**src/rtl/branch_predictor_if.sv**
```systemverilog
// Branch predictor <-> datapath bus: IF fetch view, MEM resolution view, predictor outputs.
interface branch_predictor_if #(
    parameter int unsigned DATA_WIDTH = 32
);
    logic [DATA_WIDTH-1:0] instr_F;
    logic [DATA_WIDTH-1:0] pc_F;
    logic                  load_use_flag;
    logic                  pcsrc;
    logic [7:0]            branch_M;
    logic [DATA_WIDTH-1:0] pc_M;
    logic                  pre_branch;
    logic                  prediction;
    logic [DATA_WIDTH-1:0] label;
    logic                  correct;
    logic                  error;
    logic [DATA_WIDTH-1:0] new_label;
    logic [31:0]           branch_count;
    logic [31:0]           mispredict_count;

    // Datapath side: supplies fetch/resolution info, consumes predictions.
    modport master (
        output instr_F, pc_F, load_use_flag, pcsrc, branch_M, pc_M,
        input  pre_branch, prediction, label, correct, error, new_label,
               branch_count, mispredict_count
    );

    // Predictor side.
    modport slave (
        input  instr_F, pc_F, load_use_flag, pcsrc, branch_M, pc_M,
        output pre_branch, prediction, label, correct, error, new_label,
               branch_count, mispredict_count
    );
endinterface

```
**src/rtl/branch_predictor.sv**
```systemverilog
// Dynamic branch predictor: 2-bit BHT lookup in IF, prediction tracking to MEM,
// resolution/redirect signalling, BHT training and statistics.
module branch_predictor #(
    parameter int unsigned DATA_WIDTH   = 32,
    parameter int unsigned BHT_IDX_BITS = 4
) (
    input logic              clk,
    input logic              rst,
    branch_predictor_if.slave bus
);
    localparam int unsigned BHT_DEPTH = 2 ** BHT_IDX_BITS;
    localparam logic [6:0]  OP_BRANCH = 7'b1100011;
    localparam logic [6:0]  OP_JAL    = 7'b1101111;

    logic [BHT_DEPTH-1:0][1:0] bht;

    logic valid_d, taken_d;
    logic valid_e, taken_e;
    logic valid_m, taken_m;
    logic [31:0] branch_cnt;
    logic [31:0] mispredict_cnt;

    logic                    is_b;
    logic                    is_jal;
    logic [DATA_WIDTH-1:0]   imm_b;
    logic [DATA_WIDTH-1:0]   imm_j;
    logic [BHT_IDX_BITS-1:0] idx_f;
    logic [BHT_IDX_BITS-1:0] idx_m;
    logic                    correct_w;
    logic                    error_w;
    logic                    redirect;
    logic                    pre_branch_w;
    logic                    prediction_w;

    // IF decode and MEM resolution.
    always_comb begin
        is_b   = (bus.instr_F[6:0] == OP_BRANCH);
        is_jal = (bus.instr_F[6:0] == OP_JAL);
        imm_b  = {{(DATA_WIDTH-12){bus.instr_F[31]}}, bus.instr_F[7],
                  bus.instr_F[30:25], bus.instr_F[11:8], 1'b0};
        imm_j  = {{(DATA_WIDTH-20){bus.instr_F[31]}}, bus.instr_F[19:12],
                  bus.instr_F[20], bus.instr_F[30:21], 1'b0};
        idx_f  = bus.pc_F[BHT_IDX_BITS+1:2];
        idx_m  = bus.pc_M[BHT_IDX_BITS+1:2];

        correct_w = valid_m & taken_m & bus.pcsrc;
        error_w   = valid_m & taken_m & ~bus.pcsrc;
        // MEM redirect outranks any IF redirect in the same cycle.
        redirect  = (bus.pcsrc & ~correct_w) | error_w;

        pre_branch_w = ~redirect & (is_b | is_jal);
        prediction_w = ~redirect & (is_jal | bht[idx_f][1]);
    end

    // Drive the bus outputs.
    always_comb begin
        bus.pre_branch       = pre_branch_w;
        bus.prediction       = prediction_w;
        bus.label            = '0;
        if (pre_branch_w) begin
            bus.label = bus.pc_F + (is_jal ? imm_j : imm_b);
        end
        bus.correct          = correct_w;
        bus.error            = error_w;
        bus.new_label        = bus.pc_M + DATA_WIDTH'(4);
        bus.branch_count     = branch_cnt;
        bus.mispredict_count = mispredict_cnt;
    end

    // Prediction pipeline F->D->E->M; redirect flushes, load-use holds D and bubbles E.
    always_ff @(posedge clk) begin
        if (rst) begin
            valid_d <= 1'b0; taken_d <= 1'b0;
            valid_e <= 1'b0; taken_e <= 1'b0;
            valid_m <= 1'b0; taken_m <= 1'b0;
        end else if (redirect) begin
            valid_d <= 1'b0; taken_d <= 1'b0;
            valid_e <= 1'b0; taken_e <= 1'b0;
            valid_m <= 1'b0; taken_m <= 1'b0;
        end else begin
            valid_m <= valid_e;
            taken_m <= taken_e;
            if (bus.load_use_flag) begin
                valid_e <= 1'b0;
                taken_e <= 1'b0;
            end else begin
                valid_e <= valid_d;
                taken_e <= taken_d;
                valid_d <= pre_branch_w;
                taken_d <= prediction_w;
            end
        end
    end

    // BHT training on resolved conditional branches (saturating 2-bit counters).
    always_ff @(posedge clk) begin
        if (rst) begin
            bht <= {BHT_DEPTH{2'b01}};
        end else if (valid_m && (bus.branch_M[5:0] != 6'd0)) begin
            if (bus.pcsrc && (bht[idx_m] != 2'b11)) begin
                bht[idx_m] <= bht[idx_m] + 2'd1;
            end else if (!bus.pcsrc && (bht[idx_m] != 2'b00)) begin
                bht[idx_m] <= bht[idx_m] - 2'd1;
            end
        end
    end

    // Branch and misprediction statistics, free-running and wrapping.
    always_ff @(posedge clk) begin
        if (rst) begin
            branch_cnt     <= 32'd0;
            mispredict_cnt <= 32'd0;
        end else if (valid_m) begin
            branch_cnt <= branch_cnt + 32'd1;
            if (taken_m != bus.pcsrc) begin
                mispredict_cnt <= mispredict_cnt + 32'd1;
            end
        end
    end
endmodule

```
**src/flat_wrapper.sv**
```systemverilog
// flat-port wrapper written by rule: the top's interface ports become plain ports
module branch_predictor_flat 
#(
    parameter int unsigned DATA_WIDTH   = 32,
    parameter int unsigned BHT_IDX_BITS = 4
)
  (clk, rst, bus_instr_F, bus_pc_F, bus_load_use_flag, bus_pcsrc, bus_branch_M, bus_pc_M, bus_pre_branch, bus_prediction, bus_label, bus_correct, bus_error, bus_new_label, bus_branch_count, bus_mispredict_count);
  branch_predictor_if #(.DATA_WIDTH(DATA_WIDTH)) bus_i ();
  input logic clk;
  input logic rst;
  input wire logic [$bits(bus_i.instr_F)-1:0] bus_instr_F;
  input wire logic [$bits(bus_i.pc_F)-1:0] bus_pc_F;
  input wire logic [$bits(bus_i.load_use_flag)-1:0] bus_load_use_flag;
  input wire logic [$bits(bus_i.pcsrc)-1:0] bus_pcsrc;
  input wire logic [$bits(bus_i.branch_M)-1:0] bus_branch_M;
  input wire logic [$bits(bus_i.pc_M)-1:0] bus_pc_M;
  output wire logic [$bits(bus_i.pre_branch)-1:0] bus_pre_branch;
  output wire logic [$bits(bus_i.prediction)-1:0] bus_prediction;
  output wire logic [$bits(bus_i.label)-1:0] bus_label;
  output wire logic [$bits(bus_i.correct)-1:0] bus_correct;
  output wire logic [$bits(bus_i.error)-1:0] bus_error;
  output wire logic [$bits(bus_i.new_label)-1:0] bus_new_label;
  output wire logic [$bits(bus_i.branch_count)-1:0] bus_branch_count;
  output wire logic [$bits(bus_i.mispredict_count)-1:0] bus_mispredict_count;
  assign bus_i.instr_F = bus_instr_F;
  assign bus_i.pc_F = bus_pc_F;
  assign bus_i.load_use_flag = bus_load_use_flag;
  assign bus_i.pcsrc = bus_pcsrc;
  assign bus_i.branch_M = bus_branch_M;
  assign bus_i.pc_M = bus_pc_M;
  assign bus_pre_branch = bus_i.pre_branch;
  assign bus_prediction = bus_i.prediction;
  assign bus_label = bus_i.label;
  assign bus_correct = bus_i.correct;
  assign bus_error = bus_i.error;
  assign bus_new_label = bus_i.new_label;
  assign bus_branch_count = bus_i.branch_count;
  assign bus_mispredict_count = bus_i.mispredict_count;
  branch_predictor #(.DATA_WIDTH(DATA_WIDTH), .BHT_IDX_BITS(BHT_IDX_BITS)) u_core (.clk(clk), .rst(rst), .bus(bus_i));
endmodule
```
**config.mk**
```make
export PLATFORM = sky130hd
export DESIGN_NAME = branch_predictor_flat
export DESIGN_NICKNAME = d
export VERILOG_FILES = /design/src/rtl/branch_predictor_if.sv /design/src/rtl/branch_predictor.sv /design/src/flat_wrapper.sv
export SDC_FILE = /design/constraint.sdc
export NUM_CORES = 1
export LEC_CHECK = 0
export BUFFER_PORTS_ARGS = -buffer_cell sky130_fd_sc_hd__buf_2
export CAP_MARGIN = 10
export CELL_PAD_IN_SITES_DETAIL_PLACEMENT = 0
export CELL_PAD_IN_SITES_GLOBAL_PLACEMENT = 1
export CORE_ASPECT_RATIO = 0.75
export CORE_MARGIN = 5
export CORE_UTILIZATION = 30
export CTS_CLUSTER_DIAMETER = 40
export DETAILED_ROUTE_END_ITERATION = 8
export HOLD_SLACK_MARGIN = 0.08
export PLACE_DENSITY_LB_ADDON = 0.1
export SLEW_MARGIN = 20
export SYNTH_ARGS = -nofsm -noshare
export SYNTH_HDL_FRONTEND = slang
export SYNTH_SLANG_ARGS = --single-unit
```
**constraint.sdc**
```tcl
create_clock -name clk -period 16.3 [get_ports clk]
set_input_delay 4.89 -clock clk [delete_from_list [all_inputs] [get_ports clk]]
set_output_delay 4.89 -clock clk [all_outputs]
set_load 0.005 [all_outputs]
```
; After elaboration in Yosys (flattened, before gate mapping)
; Index checks and enable logic that the tools add are counted.
[totals]
reg_bits = 102
input_bits = 108
out_inout_bits = 132
wordCells = 73
[op_classes]
n_addsub = 6
order_cmp = 3
n_eq_ne = 4
muxes = 12
bitwise_logic = 12
n_reduce_logical = 12
[op_table]
columns = cell, count
row1 = 32-bit two-way mux, 3
row2 = 32-bit by 1-bit adder with 32-bit output (second input constant), 2
row3 = 32-bit bitwise mux, 2
row4 = 32-bit by 3-bit adder with 32-bit output (second input constant), 1
row5 = 32-bit adder, 1
row6 = 20-bit two-way mux, 1
row7 = 2-bit binary-select mux with 4-bit select, 2
row8 = 7-bit == test (second input constant), 2
row9 = 4-bit by 5-bit less-than comparator with 1-bit output (second input constant), 2
row10 = 2-bit demux with 4-bit select, 1
row11 = 1-bit AND, 6
row12 = 2-bit two-way mux, 3
row13 = 6-bit nonzero test, 1
row14 = 4-bit by 1-bit greater-or-equal comparator with 1-bit output (second input constant), 1
row15 = 1-bit logical AND, 4
row16 = 2-bit AND reduction, 2
row17 = 2-bit nonzero test, 2
row18 = 1-bit NOT, 3
row19 = 1-bit bitwise OR, 3
row20 = 3-bit OR reduction, 1
row21 = 2-bit by 1-bit adder with 2-bit output (second input constant), 1
row22 = 2-bit inequality test (second input constant), 1
row23 = 2-bit OR reduction, 1
row24 = 2-bit by 1-bit subtractor with 2-bit output (second input constant), 1
row25 = other kinds (2), 2

; Longest topological paths before layout
; Gate-level depths: netlist of the first run.
[logic_depth]
depth_word = 8
mapped_depth = 16

; Worst setup path after synthesis of the first run
; OpenSTA, ideal clock, no wires.
[synth_timing]
path_type = input-to-output
start = input port bus_instr_F[5]
end = output port bus_label[31]
t_arrival_ns = 7.950
required_ns = 11.410
setup_slack_ns = 3.460
stages = 14
path_buffers = 2
path_cell_list = nand3_1 nor3b_1 and3_1 clkbuf_1 clkbuf_1 mux2_2 ha_1 o211ai_1 a21oi_1 o21bai_1 a31oi_1 o21a_1 or4_1 o211ai_1
[synth_via]
elab_chain_cells = 4
elab_cells_between_ends = 7
classes_between = 1 x add/sub / 2 x eq/ne / 2 x mux / 2 x bitwise
[synth_rtl]
columns = element, line
row1 = "start, declared", flat_wrapper.sv:11  ; input wire logic [$bits(bus_i.instr_F)-1:0] bus_instr_F;
row2 = "7-bit == test, on equally long branches", "branch_predictor.sv:38, branch_predictor.sv:37"
row3 = 20-bit two-way mux or 1-bit bitwise OR (tied branches), "branch_predictor.sv:61, branch_predictor.sv:51"
row4 = 32-bit adder or 1-bit AND (tied branches), "branch_predictor.sv:61, branch_predictor.sv:51"
row5 = 32-bit two-way mux (*), branch_predictor.sv:60  ; if (pre_branch_w) begin
row6 = "end, declared", flat_wrapper.sv:19  ; output wire logic [$bits(bus_i.label)-1:0] bus_label;
; Mark *: on every way between the ends. The rest lies on a longest branch, timed or not.

; Worst setup path in the final report of the first run
; Same ends and word-level chain as after synthesis.

==> results of run 1 <==
-- worst max-delay path: stages --
cell	delay, ps
buf_2	80
nand3_1	60
nor3b_1	250
and3_1	650
nor2b_1	330
a21o_1	250
ha_1	420
a21oi_2	210
nand2_1	60
a21o_1	200
or3_1	370
o21a_1	260
or4_1	510
o211ai_1	100
buf_2	150
-- power by group --
part	switching [mW]	leakage, nW	internal (mW)	total (mW)
logic	0.0633	3.01	0.0471	0.110
clock network	0.103	0.126	0.106	0.209
registers	0.00000324	0.822	0.249	0.249
total	0.167	3.96	0.402	0.568
-- area by class of cell --
| class | instances | share of cell area [%] |
|---|---|---|
| inverter | 18 | 0.7591 |
| clock buffer | 9 | 2.530 |
| tap | 306 | 4.301 |
| multi-input combinational | 730 | 55.43 |
| antenna | 1 | 0.02811 |
| sequential | 102 | 22.94 |
| timing repair buffer | 236 | 13.35 |
| clock inverter | 7 | 0.6607 |
-- worst max path at each step --
stage	from	end	slack, ps	cells after the start
floorplan	bus_instr_F[5]	bus_label[31]	3460	14
finish	bus_instr_F[5]	bus_label[31]	2610	15
global placement	bus_instr_F[5]	bus_label[31]	2600	15
CTS	bus_instr_F[5]	bus_label[31]	2580	15
global route	bus_instr_F[5]	bus_label[31]	2270	15
detailed placement	bus_instr_F[5]	bus_label[31]	2590	15
-- metal layers --
layer	track usage [%]	part of all wire, %	vias to the layer above
met3	4.054	6.4	10
met5	0	0	-
met2	21.81	39	171
met4	1.878	0.65	0
met1	23.87	54	3047
li1	-	-	3539
-- logic make-up (layout without fill, tap and decap cells) --
family          after synthesis  after routing  synth area share, %
compound gates              136            136                12.20
flops                       102            102                28.44
mux                          41             41                8.261
buf+inv                      51            270                2.841
other cells                   0              1                    0
fa+ha+maj                    44             44                7.773
xor+xnor                    105            105                12.81
simple gates                404            404                27.68
-- cells in the final DEF (no fill, tap or decap), types with 3 or more instances in the layout --
cell type,netlist,final
and4_1,7,7
nand3_1,46,46
nand3b_1,4,4
clkinvlp_4,0,4
nor2_1,134,134
o21a_1,14,14
nand4_1,19,19
dfxtp_1,102,102
a21boi_0,4,4
ha_1,43,43
buf_4,2,3
a21oi_1,39,39
o211ai_1,8,8
xnor2_1,42,42
nor3b_1,4,4
buf_2,4,233
mux2_2,6,6
nor3_1,28,28
a211oi_1,4,4
and2_1,9,9
mux4_2,14,14
a21o_1,16,16
o21ai_0,27,27
clkbuf_16,0,9
and3_1,33,33
nor2b_1,15,15
a211o_1,8,8
inv_1,18,18
a31oi_1,4,4
mux2i_1,21,21
nand2_1,77,77
nand2b_1,10,10
xor2_1,63,63
or3_1,7,7
-- stage by stage --
step | worst slack (ps) | cells
after global routing | 2271 | 1409
after floorplan | 3460 | 883
after CTS | 2580 | 1408
final | 2606 | 1409
after global placement | 2596 | 1392
after detailed placement | 2591 | 1392
-- synth_stat cells, types with 8 or more instances --
cell	number	area share, %
nand2b_1	10	0.87
mux2i_1	21	2.9
inv_1	18	0.94
a211o_1	8	0.98
nand3_1	46	3.2
a21oi_1	39	2.7
a21o_1	16	1.7
xnor2_1	42	5.1
nand4_1	19	1.7
and3_1	33	2.9
nor3_1	28	2.0
xor2_1	63	7.7
nor2_1	134	7.0
dfxtp_1	102	28
o21ai_0	27	1.9
o211ai_1	8	0.84
ha_1	43	7.5
mux4_2	14	4.4
clkbuf_1	25	1.3
and2_1	9	0.78
nor2b_1	15	1.3
o21a_1	14	1.5
nand2_1	77	4.0
==> impl_metrics.tcl, run 1 <==
set metrics [dict create \
    status "complete, no violations" \
    synth_flop_cell "dfxtp_1" \
    grt_pass1_vias 6462 \
    min_from "u_core.taken_d" \
    ant_nets 0 \
    drv_slew 0 \
    hold_viol_final 0 \
    grt_max_degree 63 \
    via_per_inst 4.803 \
    worstSetupPathType "input pin to output pin" \
    drc 0 \
    setup_viol 0 \
    r2r_cells 12 \
    yosysUniqueCellTypes 55 \
    syn_avg_cell_area_um2 8.131 \
    synthToLayoutAreaGrowth_pct 23.98 \
    path_max_fanout 15 \
    whs_path_depth 1 \
    yosysSeqAreaShare_pct 28.44 \
    coreArea_um2 23790 \
    synth-edff-count 0 \
    max_slew_margin_pct 41.57 \
    clk_path_buf_depth 2 \
    numCtsBuffers 9 \
    fp.dieW_um 188.6 \
    synthesis.nets 1035 \
    skew_ps 11.15 \
    tns_ps 0 \
    p_per_area_nw_per_um2 63.83 \
    final_cell_area_um2 8901 \
    placed_cell_area_um2 8615 \
    yosysWarnings 0 \
    num_vias 6767 \
    grt_pass1_wl_um 34510 \
    drtIter0Drc 253 \
    tightestPinTransition_ps 869.8 \
    end_kind "output pin" \
    register_area_um2 2042 \
    min_period_over_period_pct 84.01 \
    vdd_drop_max_mv 0.04399 \
    cts_setup_buffers 0 \
    ctsHoldBuffers 0 \
    drive_gt1_share_pct 25.41 \
    htree_levels 3 \
    p_leak_nw 3.959 \
    routedWlPerCell_um 15.36 \
    synthesis.area_um2 7179 \
    synth_seq_cells 102 \
    routed_wl_um 21640 \
    clk_latency_ps 360 \
    final_core_util_pct 37.42 \
    r2r_slack_ps 12300 \
    grt_usage_pct 15.39 \
    maxCapViolations 0 \
    start_kind "input pin" \
    io_buffers 233 \
    routabilityCongestion 0.8413 \
    pin_count 240 \
    crit_arrival_ps 8800 \
    initial_core_util_pct 30.18 \
    std_cell_rows 49 \
    die_height_um 144.0 \
    power_mw 0.5682 \
    rsz0062_at_grt "no" \
    period_needed_ps 13690 \
    whs_ps 456.1 \
    cp.required_ps 11410 \
    fmax_mhz 73.02 \
    synthArstFlopShare_pct 0 \
    drt_first_pass_iters 4 \
    cts_tree "built" \
    dpl.hpwl_um 17040 \
    cts_resized 0 \
    cts_root_buf "clkbuf_16" \
    synthCells 883 \
    antenna_found_initial 1 \
    clkTransAtPathRegs_ps 70 \
    hp-class "register to register" \
    die_area_um2 27160 \
    nNetsFinal 1249 \
    grt_overflow 0 \
    holdPathEnd "u_core.taken_e" \
    num-fill-cells 2545 \
    multi_input_area_um2 4933 \
    clock_sinks 102 \
]
(Power assumes the default switching activity.)
==> run 2: changes to the inputs <==
==> constraint.sdc (replaced) <==
create_clock -name clk -period 13.2 [get_ports clk]
set_input_delay 3.96 -clock clk [delete_from_list [all_inputs] [get_ports clk]]
set_output_delay 3.96 -clock clk [all_outputs]
set_load 0.005 [all_outputs]
==> run 2 against run 1 <==
- non-clock buffer count unchanged
- power up 27%
- die area unchanged
- critical endpoint unchanged
- largest cell class unchanged
- largest power group unchanged
==> impl_metrics.tcl, run 2 (synthesis results as in run 1) <==
set metrics [dict create \
    status "complete, no violations" \
    path_max_fanout 15 \
    tns_ps 0 \
    initial_core_util_pct 30.18 \
    dp.cells 1392 \
    worstSetupPathType "input pin to output pin" \
    grt_max_degree 56 \
    ant_nets 0 \
    final_cell_mix "233 x buf_2, 134 x nor2_1, 102 x dfxtp_1, 77 x nand2_1, 63 x xor2_1" \
    nNetsFinal 1249 \
    clk_path_buf_depth 2 \
    p_int_mw 0.5213 \
    period_needed_ps 11540 \
    htree_levels 3 \
    p_clk_share_pct 38.8 \
    clkTransAtPathRegs_ps 70 \
    grt_overflow 0 \
    routed_wl_um 21650 \
    dpl.hpwl_um 17090 \
    register_area_um2 2042 \
    placed_cell_area_um2 8622 \
    via_per_inst 4.857 \
    drtIter0Drc 380 \
    drive_gt1_share_pct 25.50 \
    antenna_found_initial 1 \
    stdcell_count 1409 \
    grt_pass1_wl_um 34200 \
    final_core_util_pct 37.58 \
    hold_viol_final 0 \
    vdd_drop_max_mv 0.06122 \
    start_kind "input pin" \
    pin_count 240 \
    tightestPinTransition_ps 938.5 \
    max_slew_margin_pct 36.95 \
    ctsHoldBuffers 0 \
    layout_commonest_cell "buf_2" \
    num-fill-cells 2526 \
    cts_root_buf "clkbuf_16" \
    cts_tree "built" \
    drv_slew 0 \
    cts_setup_buffers 0 \
    routedWlPerCell_um 15.37 \
    drc 0 \
    slowest_delay_ps 630 \
    switching_share_pct 28.03 \
    power_frac_seq_pct 42.4 \
    clock_sinks 102 \
    coreArea_um2 23790 \
    die_height_um 144.0 \
    setup_viol 0 \
    fmax_mhz 86.67 \
    maxCapViolations 0 \
    pwr-share-comb_pct 18.8 \
    cts_resized 0 \
    synthToLayoutAreaGrowth_pct 24.52 \
    numCtsBuffers 9 \
    crit_chain "buf_2, nor3b_1, and3_1, buf_4, nor2b_1, a21o_1, ha_1, a21oi_2, nand2_1, a21o_1, or3_1, o21a_1, or4_1, o211ai_1, buf_2" \
    whs_ps 449.5 \
    p_leak_nw 3.995 \
    num_vias 6844 \
    end_kind "output pin" \
    multi_input_area_um2 4941 \
    clk_latency_ps 340 \
    skew_ps 15.54 \
    rsz0062_at_grt "no" \
    grt_pass1_vias 6331 \
    cp_slowest_cell "nor2b_1" \
    die_area_um2 27160 \
    grt_usage_pct 15.23 \
    drt_first_pass_iters 5 \
    cp.required_ps 9240 \
    hp-class "register to register" \
    std_cell_rows 49 \
    min_period_over_period_pct 87.41 \
    switching_power_mw 0.2030 \
    p_per_area_nw_per_um2 81.02 \
    fp.dieW_um 188.6 \
    routabilityCongestion 0.8177 \
    final_cell_area_um2 8940 \
    io_buffers 233 \
    crit_arrival_ps 7580 \
]
run 2: changes by cell type in the layout (fill, tap and decap cells not counted), sizes merged:
cell,delta
clkbuf,+1
clkinvlp,-4
clkinv,+1
inv,+1
bufinv,+1
run 2: per-stage QoR:
stage / total power, mW / setup WS (ps)
after floorplan: 0.4028 / 2220
after global placement: 0.4509 / 1736
after detailed placement: 0.4500 / 1704
after CTS: 0.7352 / 1676
after global routing: 0.7668 / 1496
final: 0.7243 / 1662
run 2: final timing paths:
kind	start	end	slack, ps	cells after the start
worst max-delay path	bus_instr_F[6]	bus_label[31]	1660	15
worst min-delay path	u_core.valid_d	u_core.valid_e	450	1
worst max register to register	register	u_core.bht[3]	9210	12
worst min register to register	u_core.valid_d	u_core.valid_e	450	1
run 2: power groups by stage:
stage	Clock (mW)	Combinational (mW)	Sequential, mW
after floorplan	0	0.0882	0.315
after global placement	0	0.136	0.315
after detailed placement	0	0.135	0.315
after CTS	0.291	0.136	0.307
after global routing	0.306	0.153	0.307
final	0.281	0.136	0.307
run 2: critical path, delay by kind of cell:
| kind | cells | cell delay [ps] |
|---|---|---|
| compound gates | 5 | 930 |
| simple gates | 6 | 1880 |
| buf+inv | 3 | 440 |
| fa+ha+maj | 1 | 350 |
run 2: area by class of cell:
type	instances	share of cell area [%]
antenna	1	0.02799
clock buffer	10	2.673
clock inverter	6	0.8537
inverter	18	0.7558
multi-input combinational	730	55.27
sequential	102	22.84
tap	306	4.283
timing repair buffer	236	13.30
run 2: per-layer routing:
layer | vias to the layer above | share of wire, % | global-route usage, %
met5 | - | 0 | 0
met1 | 3117 | 54 | 23.78
met4 | 0 | 0.55 | 1.571
li1 | 3541 | - | -
met3 | 7 | 6.5 | 4.006
met2 | 179 | 39 | 21.51
==> run 3: changes to the inputs <==
==> constraint.sdc (replaced) <==
create_clock -name clk -period 10 [get_ports clk]
set_input_delay 3 -clock clk [delete_from_list [all_inputs] [get_ports clk]]
set_output_delay 3 -clock clk [all_outputs]
set_load 0.005 [all_outputs]
==> run 3 against run 2 <==
- register-to-register slack worse by 3100 ps
- critical path depth decreased by 1
- clock power is 30% higher
- sequential share of layout area hardly changed
- sequential cell count is the same
- hold slack gained 2.2 ps
- combinational power up 34%
- non-clock buffer count is 4 higher
- routed wire length increased by 2.2%
==> impl_metrics.tcl, run 3 (synthesis results as in run 1) <==
set metrics [dict create \
    ctsHoldBuffers 0 \
    coreArea_um2 23790 \
    routed_wl_um 22130 \
    whs_ps 451.6 \
    grt_pass1_wl_um 34880 \
    rsz0062_at_grt "no" \
    nNetsFinal 1253 \
    hold_viol_final 0 \
    slowest_delay_ps 620 \
    initial_core_util_pct 30.18 \
    switching_share_pct 28.52 \
    r2r_slack_ps 6070 \
    die_height_um 144.0 \
    p_leak_nw 3.993 \
    p_clk_share_pct 38.3 \
    crit_arrival_ps 6480 \
    layout_commonest_cell "buf_2" \
    cts_tree "built" \
    clk_path_buf_depth 2 \
    tightestPinTransition_ps 893.1 \
    antenna_found_initial 0 \
    r2r_cells 12 \
    ant_nets 0 \
    final_cell_area_um2 8956 \
    max_slew_margin_pct 40.00 \
    power_mw 0.9521 \
    drive_gt1_share_pct 25.68 \
    final_core_util_pct 37.65 \
    clkTransAtPathRegs_ps 70 \
    tns_ps 0 \
    htree_levels 3 \
    cp.required_ps 7000 \
    cp_slowest_cell "nor2b_1" \
    placed_cell_area_um2 8645 \
    grt_usage_pct 15.59 \
    startpoint "bus_instr_F[6]" \
    drtIter0Drc 389 \
    period_needed_ps 9479 \
    dpl.hpwl_um 17360 \
    final_cell_mix "233 x buf_2, 134 x nor2_1, 102 x dfxtp_1, 77 x nand2_1, 63 x xor2_1" \
    maxCapViolations 0 \
    critPathBufInv 2 \
    setup_viol 0 \
    crit_family "simple AND/OR/NAND/NOR gates" \
    io_buffers 233 \
    crit_end "bus_label[31]" \
    crit_chain "buf_2, nor3b_1, and3_1, nor2b_1, a21o_1, ha_1, a21oi_2, nand2_1, a21o_1, or3_1, o21a_1, or4_1, o211ai_1, buf_2" \
    vdd_drop_max_mv 0.07354 \
    worstSetupPathType "input pin to output pin" \
    routabilityCongestion 0.8381 \
    cp.depth 14 \
    numCtsBuffers 9 \
    power_frac_seq_pct 42.6 \
    p_int_mw 0.6805 \
    synthToLayoutAreaGrowth_pct 24.75 \
    path_max_fanout 10 \
    p_per_area_nw_per_um2 106.3 \
    grt_max_degree 57 \
    start_kind "input pin" \
    via_per_inst 4.844 \
    min_from "u_core.taken_d" \
    switching_power_mw 0.2715 \
    cts_setup_buffers 0 \
    die_area_um2 27160 \
    drc 0 \
    drv_slew 0 \
    grt_overflow 0 \
    end_kind "output pin" \
    routedWlPerCell_um 15.65 \
    drt_first_pass_iters 5 \
    grt_pass1_vias 6456 \
    hp-class "register to register" \
    pin_count 240 \
    fmax_mhz 105.5 \
    fp.dieW_um 188.6 \
    min_period_over_period_pct 94.79 \
    clk_latency_ps 350 \
    cts_resized 0 \
    clock_sinks 102 \
    pwr-share-comb_pct 19.1 \
    skew_ps 10.48 \
    cts_root_buf "clkbuf_16" \
    std_cell_rows 49 \
    regToRegEndpoint "u_core.bht[7]" \
    num_vias 6850 \
    status "complete, no violations" \
]
## run 3: cell types whose count changed in the layout (fill, tap and decap cells not counted), sizes merged
cell / before / now
inv: 21 / 20
buf: 236 / 240
clkinv: 2 / 1
clkinvlp: 0 / 3
clkbuf: 10 / 9
diode: 1 / 2
## run 3: final cells by class
type / instances / area (um^2)
multi-input combinational: 730 / 4933
clock buffer: 9 / 225.2
clock inverter: 7 / 81.33
timing repair buffer: 240 / 1219
sequential: 102 / 2042
antenna: 2 / 5.005
inverter: 18 / 67.56
fill: 2594 / 14830
tap: 306 / 382.9
## run 3: worst min path at each step
stage                                 to  slack (ps)  cells after the start
after floorplan           u_core.valid_e         430                      1
after global placement    u_core.taken_e         440                      1
after global routing      u_core.valid_e         460                      1
final                     u_core.taken_e         450                      1
after CTS                 u_core.taken_e         450                      1
after detailed placement  u_core.taken_e         440                      1
## run 3: routing by layer
metal	up-vias	part of all wire [%]	global-route usage, %
met5	-	0	0
met4	0	0.34	2.338
li1	3536	-	-
met1	3132	54	24.34
met2	175	39	21.64
met3	7	6.3	4.126
## run 3: power by group through the flow
| stage | Clock [mW] | Combinational (mW) | Sequential, mW |
|---|---|---|---|
| floorplan | 0 | 0.116 | 0.415 |
| global placement | 0 | 0.181 | 0.415 |
| detailed placement | 0 | 0.180 | 0.415 |
| CTS | 0.381 | 0.181 | 0.406 |
| global route | 0.394 | 0.203 | 0.406 |
| finish | 0.365 | 0.182 | 0.406 |
## run 3: metrics by stage
step                std cells  worst slack [ps]
global route             1412             230.1
global placement         1396             493.1
detailed placement       1396             471.9
floorplan                 883             940.2
finish                   1414             521.3
CTS                      1412             468.5
## run 3: worst register-to-register path, cell delays in order (launching register included)
cell	delay (ps)
dfxtp_1	320
mux4_2	480
mux2_2	280
o21ai_2	590
inv_1	180
ha_1	240
nor2b_1	160
o21ai_0	170
a21oi_1	420
nand2_1	260
nor3_1	390
mux2i_1	260
nor2_1	50
